**src/rtl/imem_loader_if.sv**
```systemverilog
// Word stream in, byte-wide instruction memory write port out.
interface imem_loader_if #(
   parameter int ADDR_W = 8
) ();
   logic              in_valid;
   logic              in_ready;
   logic [31:0]       in_word;
   logic              in_last;
   logic [ADDR_W-1:0] mem_addr;
   logic [7:0]        mem_data;
   logic              mem_wren;

   modport master (
      output in_valid, in_word, in_last,
      input  in_ready, mem_addr, mem_data, mem_wren
   );

   modport slave (
      input  in_valid, in_word, in_last,
      output in_ready, mem_addr, mem_data, mem_wren
   );
endinterface

```
**src/rtl/imem_loader.sv**
```systemverilog
// Splits 32-bit words into big-endian bytes and writes
// them one per cycle into the instruction memory.
module imem_loader #(
   parameter int ADDR_W    = 8,
   parameter int BASE_ADDR = 0
) (
   input  logic            CLK,
   input  logic            RST_N,
   input  logic            start,
   imem_loader_if.slave    bus,
   output logic            busy,
   output logic            done,
   output logic            error,
   output logic [ADDR_W:0] byte_count
);

   typedef enum logic [2:0] {
      IDLE, LOAD, WRITE, DONE, ERR
   } state_t;

   localparam logic [ADDR_W:0] BASE = (ADDR_W+1)'(BASE_ADDR);
   localparam logic [ADDR_W:0] ONE  = (ADDR_W+1)'(1);

   state_t          state_q, state_d;
   logic [ADDR_W:0] ptr_q, ptr_d;
   logic [31:0]     word_q, word_d;
   logic            last_q, last_d;
   logic [1:0]      idx_q, idx_d;
   logic [7:0]      byte_sel;
   logic            full;
   logic            wr;

   // ptr carries one extra bit so "memory full" is ptr == 2^ADDR_W
   assign full = ptr_q[ADDR_W];
   assign wr   = (state_q == WRITE);

   always_ff @(posedge CLK) begin
      if (!RST_N) begin
         state_q <= IDLE;
         ptr_q   <= BASE;
         word_q  <= '0;
         last_q  <= 1'b0;
         idx_q   <= '0;
      end else begin
         state_q <= state_d;
         ptr_q   <= ptr_d;
         word_q  <= word_d;
         last_q  <= last_d;
         idx_q   <= idx_d;
      end
   end

   always_comb begin
      state_d = state_q;
      ptr_d   = ptr_q;
      word_d  = word_q;
      last_d  = last_q;
      idx_d   = idx_q;
      unique case (state_q)
         LOAD: begin
            if (full) begin
               state_d = ERR;
            end else if (bus.in_valid) begin
               word_d  = bus.in_word;
               last_d  = bus.in_last;
               idx_d   = 2'd0;
               state_d = WRITE;
            end
         end
         WRITE: begin
            ptr_d = ptr_q + ONE;
            idx_d = idx_q + 2'd1;
            if (idx_q == 2'd3) begin
               state_d = last_q ? DONE : LOAD;
            end
         end
         IDLE, DONE, ERR: begin
            if (start) begin
               state_d = LOAD;
               ptr_d   = BASE;
            end
         end
         default: state_d = IDLE;
      endcase
   end

   always_comb begin
      byte_sel = word_q[31:24];
      unique case (idx_q)
         2'd0: byte_sel = word_q[31:24];
         2'd1: byte_sel = word_q[23:16];
         2'd2: byte_sel = word_q[15:8];
         2'd3: byte_sel = word_q[7:0];
      endcase
   end

   assign bus.in_ready = (state_q == LOAD) && !full;
   assign bus.mem_wren = wr;
   assign bus.mem_addr = wr ? ptr_q[ADDR_W-1:0] : '0;
   assign bus.mem_data = wr ? byte_sel : '0;

   assign busy       = (state_q == LOAD) || wr;
   assign done       = (state_q == DONE);
   assign error      = (state_q == ERR);
   assign byte_count = ptr_q - BASE;

endmodule

```
**src/flat_wrapper.sv**
```systemverilog
// flat-port wrapper written by rule: the top's interface ports become plain ports
module imem_loader_flat 
#(
   parameter int ADDR_W    = 8,
   parameter int BASE_ADDR = 0
)
  (CLK, RST_N, start, busy, done, error, byte_count, bus_in_valid, bus_in_word, bus_in_last, bus_in_ready, bus_mem_addr, bus_mem_data, bus_mem_wren);
  imem_loader_if #(.ADDR_W(ADDR_W)) bus_i ();
  input  logic CLK;
  input  logic RST_N;
  input  logic start;
  output logic busy;
  output logic done;
  output logic error;
  output logic [ADDR_W:0] byte_count;
  input wire logic [$bits(bus_i.in_valid)-1:0] bus_in_valid;
  input wire logic [$bits(bus_i.in_word)-1:0] bus_in_word;
  input wire logic [$bits(bus_i.in_last)-1:0] bus_in_last;
  output wire logic [$bits(bus_i.in_ready)-1:0] bus_in_ready;
  output wire logic [$bits(bus_i.mem_addr)-1:0] bus_mem_addr;
  output wire logic [$bits(bus_i.mem_data)-1:0] bus_mem_data;
  output wire logic [$bits(bus_i.mem_wren)-1:0] bus_mem_wren;
  assign bus_i.in_valid = bus_in_valid;
  assign bus_i.in_word = bus_in_word;
  assign bus_i.in_last = bus_in_last;
  assign bus_in_ready = bus_i.in_ready;
  assign bus_mem_addr = bus_i.mem_addr;
  assign bus_mem_data = bus_i.mem_data;
  assign bus_mem_wren = bus_i.mem_wren;
  imem_loader #(.ADDR_W(ADDR_W), .BASE_ADDR(BASE_ADDR)) u_core (.CLK(CLK), .RST_N(RST_N), .start(start), .bus(bus_i), .busy(busy), .done(done), .error(error), .byte_count(byte_count));
endmodule
```
**config.mk**
```make
export PLATFORM = sky130hd
export DESIGN_NAME = imem_loader_flat
export DESIGN_NICKNAME = d
export VERILOG_FILES = /design/src/rtl/imem_loader_if.sv /design/src/rtl/imem_loader.sv /design/src/flat_wrapper.sv
export SDC_FILE = /design/constraint.sdc
export NUM_CORES = 1
export LEC_CHECK = 0
export ABC_AREA = 1
export CORE_ASPECT_RATIO = 0.75
export CORE_MARGIN = 2
export CORE_UTILIZATION = 50
export CTS_CLUSTER_SIZE = 24
export DETAILED_ROUTE_END_ITERATION = 16
export PLACE_DENSITY_LB_ADDON = 0.1
export SETUP_SLACK_MARGIN = 0.2
export SLEW_MARGIN = 5
export SYNTH_ARGS = -nofsm -noshare
export SYNTH_HDL_FRONTEND = slang
export SYNTH_SLANG_ARGS = --single-unit
```
**constraint.sdc**
```tcl
create_clock -name CLK -period 3.04 [get_ports CLK]
set_input_delay 0.608 -clock CLK [delete_from_list [all_inputs] [get_ports CLK]]
set_output_delay 0.608 -clock CLK [all_outputs]
set_load 0.05 [all_outputs]
```
==> results_dict.tcl <==
set metrics [dict create \
    final_common_cell "nor2_1" \
    gr-usage-met2_pct 31.56 \
    period_needed_ps 2577 \
    ys_ff_latch 47 \
    postRouteAntennaNets 0 \
    die_w_um 81.56 \
    required_ps 2430 \
    gr-usage-all-layers_pct 21.70 \
    hold_depth 2 \
    synth.net_count 372 \
    viasPerCell 5.051 \
    critPathKind "reg2out" \
    switching_share_pct 42.79 \
    drtIter0Drc 154 \
    power.density_nw_per_um2 720.0 \
    postCtsSetupRepairBufs 0 \
    clockPowerShare_pct 17.7 \
    status "completed" \
    seqPwrFrac_pct 38.2 \
    gp_congestion 0.8211 \
    fill_cells 405 \
    clk_pin_slew_ps 80 \
    routed_wl_mm 5.538 \
    antenna_found_initial 0 \
    ys_seq_area_share_pct 41.71 \
    peakVddDrop_mv 0.5320 \
    grt.busiest_layer "met1" \
    layout.nets 432 \
    p_int_mw 1.234 \
    hold_class "reg2reg" \
    root_buffer "clkbuf_8" \
    grt_pass1_vias 1835 \
    rsz0062_at_grt "false" \
    worst_r2r_endpoint "u_core.word_q[21]$_SDFFE_PN0P_" \
    grtUsageMet3_pct 4.797 \
    drv_cap 0 \
    setup_total_negative_slack_ps 0 \
    min_from "u_core.word_q[31]$_SDFFE_PN0P_" \
    yosysWarnings 0 \
    die_y_um 62.17 \
    cp-start-kind "flip-flop" \
    synthCells 330 \
    row_count 21 \
    use_met1_pct 32.21 \
    ios 67 \
    relSlewSlack_pct 64.77 \
    numCtsBuffers 5 \
    min_period_over_period_pct 84.77 \
    leakagePower_nw 1.268 \
    p_comb_share_pct 44.1 \
    vias 2258 \
    area_growth_pct 32.83 \
    tightest_slew_ps 526.7 \
    synthArstFlopShare_pct 0 \
    ys.flop_type "dfxtp_1" \
    crit_fanout 12 \
    clock.fmax_ghz 0.3881 \
    setup_viol 0 \
    r2r_start "u_core.state_q[1]$_SDFFE_PN0P_" \
    drt-pass1-iter-count 4 \
    synth_area_um2 2256 \
    syn_avg_cell_area_um2 6.836 \
    cts_tree "done" \
    grt_pass1_wl_mm 8.556 \
    wl_per_cell_um 12.39 \
    mostFrequentLayoutCells "92 x nor2_1, 53 x clkdlybuf4s50_1, 51 x nand2_1" \
    io_buffer_count 66 \
    h-tree-depth 2 \
    antenna_cells 0 \
    cts_max_path_buffers 2 \
    post-route-drc-count 0 \
    rrSetupSlack_ps 1480 \
    slew_viol_final 0 \
    cp.arrival_ps 1970 \
    critPathCaptureType "output port" \
    clkSinkCount 47 \
    hold_viol 0 \
    whs_ps 486.2 \
    die_area_um2 5071 \
    start_util_pct 51.41 \
    synth_edf_count 0 \
    core_area_um2 4388 \
    place_hpwl_mm 3.938 \
    p_sw_uw 923.2 \
    fin_skew_ps 2.887 \
    overflow 0 \
    rr_worst_depth 7 \
    clk_latency_ps 290 \
    whs_endpoint "u_core.word_q[31]$_SDFFE_PN0P_" \
    layout-drive-gt1-share_pct 7.692 \
    grt_start_max_net_pins 35 \
    synthDistinctLibCells 26 \
]
==> how the worst max path moves through the flow <==
stage	end	from
after global placement	bus_mem_wren	u_core.state_q[2]$_SDFFE_PN0P_
after CTS	bus_mem_wren	u_core.state_q[2]$_SDFFE_PN0P_
after detailed placement	bus_mem_wren	u_core.state_q[2]$_SDFFE_PN0P_
after global routing	bus_mem_addr[5]	u_core.state_q[0]$_SDFFE_PN0P_
after floorplan	bus_mem_data[0]	u_core.state_q[2]$_SDFFE_PN0P_
final	bus_mem_addr[2]	u_core.state_q[2]$_SDFFE_PN0P_
==> layout make-up <==
type                    count  area (um^2)  share of cell area (%)
clock buffers               6        82.58                   2.756
clock inverters             1        5.005                  0.1670
multi-input cells         237         1110                   37.04
repair buffers             68        668.1                   22.30
well taps                  57        71.32                   2.380
flip-flops and latches     47        940.9                   31.40
inverters                  31        118.9                   3.967
==> flip-flops by register name (all words and copies together) (netlist names) <==
signal	flops
u_core.state_q	3
u_core.ptr_q	9
u_core.idx_q	2
u_core.last_q	1
u_core.word_q	32
==> cell families after synthesis <==
group,share of synthesized area (%)
buf+inv,9.317
simple gates,28.67
flops,41.71
fa+ha+maj,2.773
compound gates,17.53
==> power by group through the flow <==
stage | Clock, mW | Sequential, mW | Combinational, mW
CTS | 0.384 | 0.820 | 0.952
global route | 0.412 | 0.838 | 1.05
global placement | 0 | 0.828 | 0.937
detailed placement | 0 | 0.834 | 0.946
floorplan | 0 | 0.847 | 0.685
finish | 0.383 | 0.823 | 0.951
==> synth_stat cells, types with 4 or more instances <==
| master | number | share of area (%) |
|---|---|---|
| a21oi_1 | 13 | 2.9 |
| a31oi_1 | 8 | 2.2 |
| buf_1 | 4 | 0.67 |
| buf_6 | 4 | 2.0 |
| dfxtp_1 | 47 | 42 |
| ha_1 | 5 | 2.8 |
| inv_1 | 26 | 4.3 |
| inv_2 | 4 | 0.67 |
| nand2_1 | 51 | 8.5 |
| nand3_1 | 7 | 1.6 |
| nor2_1 | 92 | 15 |
| o21ai_0 | 42 | 9.3 |
| o21ai_1 | 9 | 2.0 |
==> what timing repair did <==
action,4_1_cts,5_1_grt
hold endpoints to repair,0,0
resized for setup,0,6
hold buffers,0,0
setup endpoints to repair,0,13
==> worst max-delay path, cell delays in order (launching register included) <==
cell	delay, ps
dfxtp_1	350
inv_2	120
nand3_2	240
nor2_1	160
clkdlybuf4s50_1	810
==> per-layer routing <==
layer / vias up / share of wire [%] / wire length (um)
met1: 1038 / 50 / 2787
met2: 51 / 43 / 2390
li1: 1167 / - / -
met3: 2 / 5.9 / 324
met5: - / 0 / 0
met4: 0 / 0.65 / 36
==> per-stage QoR <==
step                      area (um^2)  utilization, %  cells  total power [mW]  worst slack, ps
after floorplan                  2256               -    330             1.532            543.2
after global placement           2892           65.90    440             1.764            590.4
after detailed placement         2892           65.90    440             1.780            556.2
after CTS                        2979           67.89    447             2.156            226.9
after global routing             2997           68.29    447             2.299            353.8
final                            2997           68.29    447             2.158            463.1
Note: power is estimated with default switching activity, not from simulation.
